File: config.mk
export PLATFORM = sky130hd
export DESIGN_NAME = fix_query_arbiter
export DESIGN_NICKNAME = d
export VERILOG_FILES = /design/src/rtl/fix_query_arbiter.sv
export SDC_FILE = /design/constraint.sdc
export NUM_CORES = 1
export LEC_CHECK = 0
export CORE_AREA = 4 4 286 288
export CTS_CLUSTER_SIZE = 24
export DETAILED_ROUTE_END_ITERATION = 16
export DIE_AREA = 0 0 290 292
export GPL_TIMING_DRIVEN = 0
export PLACE_DENSITY = 0.44
export SYNTH_ARGS = -nofsm -noshare
export SYNTH_HDL_FRONTEND = slang
export SYNTH_SLANG_ARGS = --single-unit
File: constraint.sdc
create_clock -name clk -period 1.9 [get_ports clk]
set_clock_uncertainty 0.1 [all_clocks]
set_input_delay 0.38 -clock clk [delete_from_list [all_inputs] [get_ports clk]]
set_output_delay 0.38 -clock clk [all_outputs]
set_load 0.005 [all_outputs]
File: src/rtl/fix_query_arbiter.sv
// Shares the fix_parser_top lookup port between NUM_REQ clients: arbitrate, issue, wait, respond.
// Define FIX_QARB_FIXED_PRIO_EN for fixed lowest-index priority; default build is round-robin.
module fix_query_arbiter #(
  parameter int NUM_REQ    = 4,
  parameter int LOOKUP_LAT = 8,
  parameter int TAG_W      = 32,
  parameter int MSG_W      = 10,
  parameter int VAL_W      = 256
) (
  input  logic                     clk,
  input  logic                     rst,
  input  logic [NUM_REQ-1:0]       req_i,
  input  logic [NUM_REQ*TAG_W-1:0] req_tag_i,
  input  logic [NUM_REQ*MSG_W-1:0] req_msg_i,
  output logic [NUM_REQ-1:0]       gnt_o,
  output logic [NUM_REQ-1:0]       rsp_valid_o,
  output logic                     rsp_err_o,
  output logic [VAL_W-1:0]         rsp_value_o,
  output logic [TAG_W-1:0]         find_tag_o,
  output logic [MSG_W-1:0]         message_num_o,
  output logic                     read_message_o,
  input  logic [VAL_W-1:0]         output_value_i,
  input  logic                     empty_i
);

  localparam int IDX_W = $clog2(NUM_REQ);
  localparam int CNT_W = 8;

  typedef enum logic [1:0] {IDLE, ISSUE, WAIT, RESP} state_t;

  state_t                          state, state_nxt;
  logic [IDX_W-1:0]                owner, win;
  logic                            win_vld;
  logic [CNT_W-1:0]                cnt;
  logic [NUM_REQ-1:0][TAG_W-1:0]   tag_arr;
  logic [NUM_REQ-1:0][MSG_W-1:0]   msg_arr;

  assign tag_arr = req_tag_i;
  assign msg_arr = req_msg_i;

`ifdef FIX_QARB_FIXED_PRIO_EN
  always_comb begin
    win     = '0;
    win_vld = 1'b0;
    for (int i = NUM_REQ - 1; i >= 0; i--) begin
      if (req_i[IDX_W'(i)]) begin
        win     = IDX_W'(i);
        win_vld = 1'b1;
      end
    end
  end
`else
  logic [IDX_W-1:0] last;

  // Search starts one past the previous owner and wraps; first hit wins.
  always_comb begin
    win     = '0;
    win_vld = 1'b0;
    for (int i = 1; i <= NUM_REQ; i++) begin
      if (!win_vld && req_i[IDX_W'((int'(last) + i) % NUM_REQ)]) begin
        win     = IDX_W'((int'(last) + i) % NUM_REQ);
        win_vld = 1'b1;
      end
    end
  end

  always_ff @(posedge clk) begin
    if (rst)
      last <= IDX_W'(NUM_REQ - 1);
    else if (state == IDLE && win_vld)
      last <= win;
  end
`endif

  always_ff @(posedge clk) begin
    if (rst) state <= IDLE;
    else     state <= state_nxt;
  end

  always_comb begin
    state_nxt = state;
    case (state)
      IDLE:    if (win_vld) state_nxt = ISSUE;
      ISSUE:   state_nxt = empty_i ? RESP : WAIT;
      WAIT:    if (cnt == '0) state_nxt = RESP;
      default: state_nxt = IDLE;
    endcase
  end

  // Strobe must follow empty_i within ISSUE itself, so it is decoded from state, not flopped.
  assign read_message_o = (state == ISSUE) && !empty_i;

  always_ff @(posedge clk) begin
    if (rst) begin
      owner         <= '0;
      cnt           <= '0;
      gnt_o         <= '0;
      rsp_valid_o   <= '0;
      rsp_err_o     <= 1'b0;
      rsp_value_o   <= '0;
      find_tag_o    <= '0;
      message_num_o <= '0;
    end else begin
      gnt_o       <= '0;
      rsp_valid_o <= '0;
      rsp_err_o   <= 1'b0;
      case (state)
        IDLE: if (win_vld) begin
          owner         <= win;
          find_tag_o    <= tag_arr[win];
          message_num_o <= msg_arr[win];
          gnt_o         <= NUM_REQ'(1) << win;
        end
        ISSUE: if (empty_i) begin
          rsp_value_o <= '0;
          rsp_err_o   <= 1'b1;
          rsp_valid_o <= NUM_REQ'(1) << owner;
        end else begin
          cnt <= CNT_W'(LOOKUP_LAT - 1);
        end
        WAIT: if (cnt == '0) begin
          rsp_value_o <= output_value_i;
          rsp_valid_o <= NUM_REQ'(1) << owner;
        end else begin
          cnt <= cnt - 1'b1;
        end
        default: ;
      endcase
    end
  end

endmodule

* Word-level counts from Yosys, hierarchy flattened
Cells that the tools add are included.
** Word-level totals
- Input bits :: 431
- Logic and storage cells :: 88
- Output and inout bits :: 308
- Register bits after elaboration :: 321
** Cells by class
- Add/subtract/negate cells :: 5
- Mux-type cells :: 38
- Equality and inequality tests :: 7
- Order comparisons :: 5
- Shift operators :: 2
- Reductions and logical operators :: 18
- Bitwise gates (word level) :: 3
** Operators by type and width (number)
- $mux 256 :: 2
- $pmux 256 s2 :: 1
- $bmux 32 s2 :: 1
- $mux 32 :: 1
- $bmux 10 s2 :: 1
- $lt 2x4->1 const B :: 4
- $mux 8 :: 2
- $pmux 8 s2 :: 1
- $mux 1 :: 14
- $mux 2 :: 6
- $mux 10 :: 1
- $ne 2x2->1 const B :: 5
- $bmux 1 s2 :: 4
- $logic_not 8->1 :: 1
- $mux 4 :: 2
- $pmux 4 s2 :: 1
- $shl 1x2->4 const A :: 2
- $sub 8x1->8 const B :: 1
- $pmux 2 s3 :: 1
- $reduce_and 3->1 :: 2
- $logic_and 1x1->1 :: 5
- $add 2x1->2 const B :: 2
- $add 2x2->2 const B :: 2
- $logic_not 1->1 :: 4
- 9 further kinds :: 12

* Logic depth before layout (Yosys ltp)
- Depth after elaboration :: 16
- Mapped depth :: 9
- Mapped depth without buffers :: 7

* Worst setup path after synthesis
OpenSTA, ideal clock, no wires.
- Kind :: register -> register
- From :: reg state[0]
- To :: reg cnt[4]
- Setup time :: 0.127 ns
- Stages on the path, launching flop included :: 8
- Arrival :: 1.747 ns
- Period minus slack after synthesis :: 1.974 ns
- Required time :: 1.673 ns
- Buffers on the path :: 0
- Setup slack :: -0.074 ns
- Cells stage by stage :: dfxtp_1 -> inv_1 -> ha_1 -> a21bo_2 -> a31oi_2 -> nor4bb_1 -> xnor2_1 -> nor2_1
** On the way
- Cells in the longest elaborated chain, start to end :: 3
- Elaborated cells on any way between the ends :: 7
- Classes of those cells :: eq/ne: 4; mux: 1; reduce/logical: 2
** Ends and longest elaborated chain
- start, declared :: RTL line 31 : state_t state, state_nxt;
- start signal, assigned :: RTL line 77 : else state <= state_nxt;
- $eq 2x2->1 / $eq 2x1->1 (equally long branches) :: RTL line 107 : case (state)
- $ne 2x2->1 (no source line) / $reduce_bool 2->1 (equally long branches)
- $reduce_and 3->1 (no source line)
- end signal, assigned :: RTL line 119 : cnt <= CNT_W'(LOOKUP_LAT - 1);
- end signal, assigned :: RTL line 125 : cnt <= cnt - 1'b1;
- end, declared :: RTL line 34 : logic [CNT_W-1:0] cnt;
Several ways; a longest one is shown, not always the timed one.
A chain may end at the register's enable or synchronous reset.

* Final worst setup path
- From :: reg cnt[1]
- To :: reg rsp_value_o[5]
** On the way
- Cells in the longest elaborated chain, start to end :: 3
** Ends and longest elaborated chain
- $logic_not 8->1 :: RTL line 121 : WAIT: if (cnt == '0) begin
- $ne 2x2->1 (no source line)
- $reduce_and 3->1 (no source line)
- end signal, assigned :: RTL line 122 : rsp_value_o <= output_value_i;
- end, declared :: RTL line 18 : output logic [VAL_W-1:0] rsp_value_o,
No other way between the ends.

==> metrics.md <==
| Metric | Value |
|---|---|
| Status | complete, but fails checks |
| Failing checks | negative setup slack |
| Clk slew on worst S/H paths | around 0.060 ns |
| GRT Util Overall | 0.147 |
| # clock sinks | ~320 |
| Crit-path max FO | 10 |
| Distinct cell type count after synthesis | between 40 and 50 |
| Fin crit period | a little over 2 ns |
| Global route total overflow | 0 |
| CP startpoint kind | flip-flop |
| Post-Place Worst Slack | -1.95 ns |
| Flops & latches, synth | about 320 |
| Die X | 290 um |
| Remaining antenna violation count after routing | 0 |
| HPWL after DPL | between 50000 and 60000 um |
| Reg2Reg Depth | 12 |
| Fin nets | 2555 |
| Synth warn | 0 |
| Initial Utilization | 0.157 |
| Worst-Skew Late Latency | about 0.54 ns |
| Worst Hold Path EP | rsp_value_o[222] |
| Setup WS post-layout | -0.164 ns |
| Final design utilization | 0.315 |
| Mapped cell area | around 0.012 mm^2 |
| Peak VDD IR | just under 800 uV |
| Die Y | approximately 290 um |
| Final Hold Viols | 0 |
| CTS tree | yes |
| Post-Synthesis Cells | approximately 1300 |
| First-pass GRT wire length | 95500 um |
| Slowest-stage cell, CP | dfxtp_2 |
| Die footprint | between 0.08 and 0.09 mm^2 |
| Placed cells | 3070 |
| Synthesized area per cell | roughly 9.7 um^2 |
| Initial antenna violation count | 5 |
| Pin count of the biggest net entering global routing | 12 |
| Worst Hold Slack | 0.356 ns |
| Required @ worst endpoint | approximately 2.3 ns |
| Hold path cells | 3 |
| Sequential area share after synthesis | 0.519 |
| Arrival time worst endpoint | 2.45 ns |
| Setup CP Type | flip-flop to flip-flop |
| EDFF count, synth | 0 |
| GPL Wtd Cong | just over 0.8 |
| Worst r2r dst | rsp_value_o[5] |
| Layout cells sized above 1 | 0.217 |
| Fin area | approximately 0.025 mm^2 |
| # IOs | 739 |
| CP Capture Type | flip-flop |
| CTS Buf Count | 42 |
| DP Area | around 0.021 mm^2 |
| RSZ-0062 raised after global routing | true |
| Hold path startpoint | output_value_i[222] |
| Slew headroom | 0.629 |
| # hold bufs at CTS | 0 |
| Setup TNS Final | -22.07 ns |
| Pwr dens | ~1200 mW/mm^2 |
| Residual DRC | 0 |
| DR WL/cell | 21.0 um |
| Row Count | 103 |
| Longest Clk Path Bufs | 3 |
| Total power draw | approximately 30 mW |
| H-Tree Depth | 2 |
| Vias in the first global route | about 14000 |
| Root buf cell | clkbuf_16 |
| Max-Cap Viols | 0 |
| Final cell count without fillers | roughly 3200 |
| Tightest Hold Check Type | input port to flip-flop |
| Pins Over Slew Limit | 0 |
| Final period utilization | 1.09 |
| Pre-antenna DRT Iters | 5 |
| Fmax | between 400 and 500 MHz |
| CP dominant cell by count | buf_12 |
| Core Region | approximately 0.079 mm^2 |
| Area delta synth->final | 101% |
| Top_reg_cell synth | dfxtp_1 |
| Syn nets | roughly 1700 |
| Via count | between 10000 and 15000 |
| Drt initial violations | 414 |
| Worst r2r src | cnt[1] |
| FF-to-FF setup slack | -0.16 ns |
| CP Cell Sequence | inv_2, ha_4, nor3b_4, buf_4, nand3_4, nor2_4, buf_12, buf_12, buf_16, buf_12, a22oi_2, nor2_1 |
| Buffers added on ports | between 700 and 800 |
| Largest stage delay on the critical path | between 0.3 and 0.4 ns |
| Final Setup Violations | 252 |
| Leakage power total | 10.4 nW |
| Ys async rst share | 0 |
| Via/cell ratio | roughly 4.2 |
| Slew @ Worst Pin | approximately 0.56 ns |
| Routed Wire Length | around 67000 um |
==> cell usage after synthesis (2+ instances only) <==
master | count | share of area
dfxtp_1 | 321 | 0.52
nor2_1 | 276 | 0.084
a22oi_1 | 257 | 0.16
a211oi_1 | 62 | 0.038
mux2i_1 | 54 | 0.044
clkbuf_1 | 52 | 0.016
buf_2 | 36 | 0.015
inv_1 | 36 | 0.011
o21bai_1 | 32 | 0.019
a31oi_1 | 31 | 0.016
buf_6 | 24 | 0.022
buf_4 | 12 | 0.0073
nand3b_1 | 11 | 0.0067
o221ai_1 | 11 | 0.0078
nand2b_1 | 6 | 0.0030
nor2b_1 | 6 | 0.0030
ha_1 | 5 | 0.0051
nand2_1 | 5 | 0.0015
a21oi_1 | 4 | 0.0016
nand3_1 | 4 | 0.0016
xor2_1 | 4 | 0.0028
a211o_1 | 2 | 0.0014
a311oi_1 | 2 | 0.0014
and2_1 | 2 | 0.0010
and3_1 | 2 | 0.0010
nor3_1 | 2 | 0.00081
nor3b_1 | 2 | 0.0012
o21ai_2 | 2 | 0.0014
==> repair_timing <==
item                                    4_1_cts  5_1_grt
buffers inserted                             30       10
pin swaps                                    30       55
endpoints found under the setup margin      625      313
cloned                                       15       10
gates resized for setup                     612      189
==> placed cells by master (no fill, tap or decap), types with 4 or more instances in the layout <==
| cell | n |
|---|---|
| xor2_1 | 4 |
| o21bai_1 | 32 |
| buf_8 | 28 |
| dfxtp_1 | 304 |
| a31oi_1 | 31 |
| a211oi_1 | 32 |
| buf_12 | 32 |
| buf_6 | 14 |
| clkbuf_1 | 25 |
| clkdlybuf4s50_1 | 426 |
| mux2i_2 | 4 |
| o221ai_1 | 11 |
| clkbuf_2 | 24 |
| diode_2 | 8 |
| a211oi_2 | 27 |
| dfxtp_2 | 14 |
| nand3b_1 | 11 |
| buf_16 | 13 |
| clkbuf_8 | 12 |
| dlygate4sd2_1 | 310 |
| clkbuf_4 | 7 |
| clkbuf_16 | 53 |
| nand2_1 | 4 |
| a22oi_2 | 153 |
| nor2b_1 | 4 |
| nor2_1 | 276 |
| a211oi_4 | 4 |
| buf_4 | 33 |
| mux2i_1 | 48 |
| inv_1 | 32 |
| clkinvlp_4 | 4 |
| a22oi_1 | 104 |
==> state kept, by name, indices dropped and copies added (netlist names) <==
register and cells:
find_tag_o 32, message_num_o 10, rsp_valid_o 4, state 2, cnt 8, rsp_value_o 256
rsp_err_o 1, owner 2, last 2, gnt_o 4
==> kinds of logic after synthesis <==
group / after synthesis / share of synthesized area
adder cells (fa/ha/maj): 5 / 0.00505
AND/OR/NAND/NOR: 325 / 0.110
AO/OA/AOI/OAI: 411 / 0.248
buffers and inverters: 161 / 0.0706
flip-flops: 321 / 0.519
XOR/XNOR: 5 / 0.00354
multiplexers: 54 / 0.0436
==> where the power goes <==
part	switching [mW]	internal (mW)
logic	6.40	6.50
registers	0.621	7.67
clock network	3.20	4.87
total	10.2	19.0
==> layer usage <==
layer / GRT usage / share of wire
met5: 0 / 0
met4: 0.0529 / 0.032
met3: 0.0387 / 0.059
met2: 0.271 / 0.53
met1: 0.162 / 0.38
==> area by class of cell <==
type                       count  area [um^2]
antenna                        8         20.0
buffer                       123         1340
clock buffer                  63         1270
clock inverter                10          114
fill                        8358        54000
inverter                      36          140
multi-input combinational    800         6250
sequential                   321         6450
tap                         1050         1310
timing repair buffer         795         7980
==> worst max-delay path, delay by kind of cell (launching register included) <==
kind / cells / cell delay (ns)
compound gates: 1 / 0.08
fa+ha+maj: 1 / 0.13
buf+inv: 6 / 0.82
flops: 1 / 0.33
simple gates: 4 / 0.54
==> how the worst max path moves through the flow <==
stage / from / end / cells after the start
floorplan: state[0] / cnt[4] / 7
global placement: rst / rsp_err_o / 5
detailed placement: rst / rsp_err_o / 5
CTS: cnt[1] / rsp_value_o[88] / 13
global route: cnt[1] / rsp_value_o[161] / 12
finish: cnt[1] / rsp_value_o[5] / 12
Note: power is estimated with default switching activity, not from simulation.
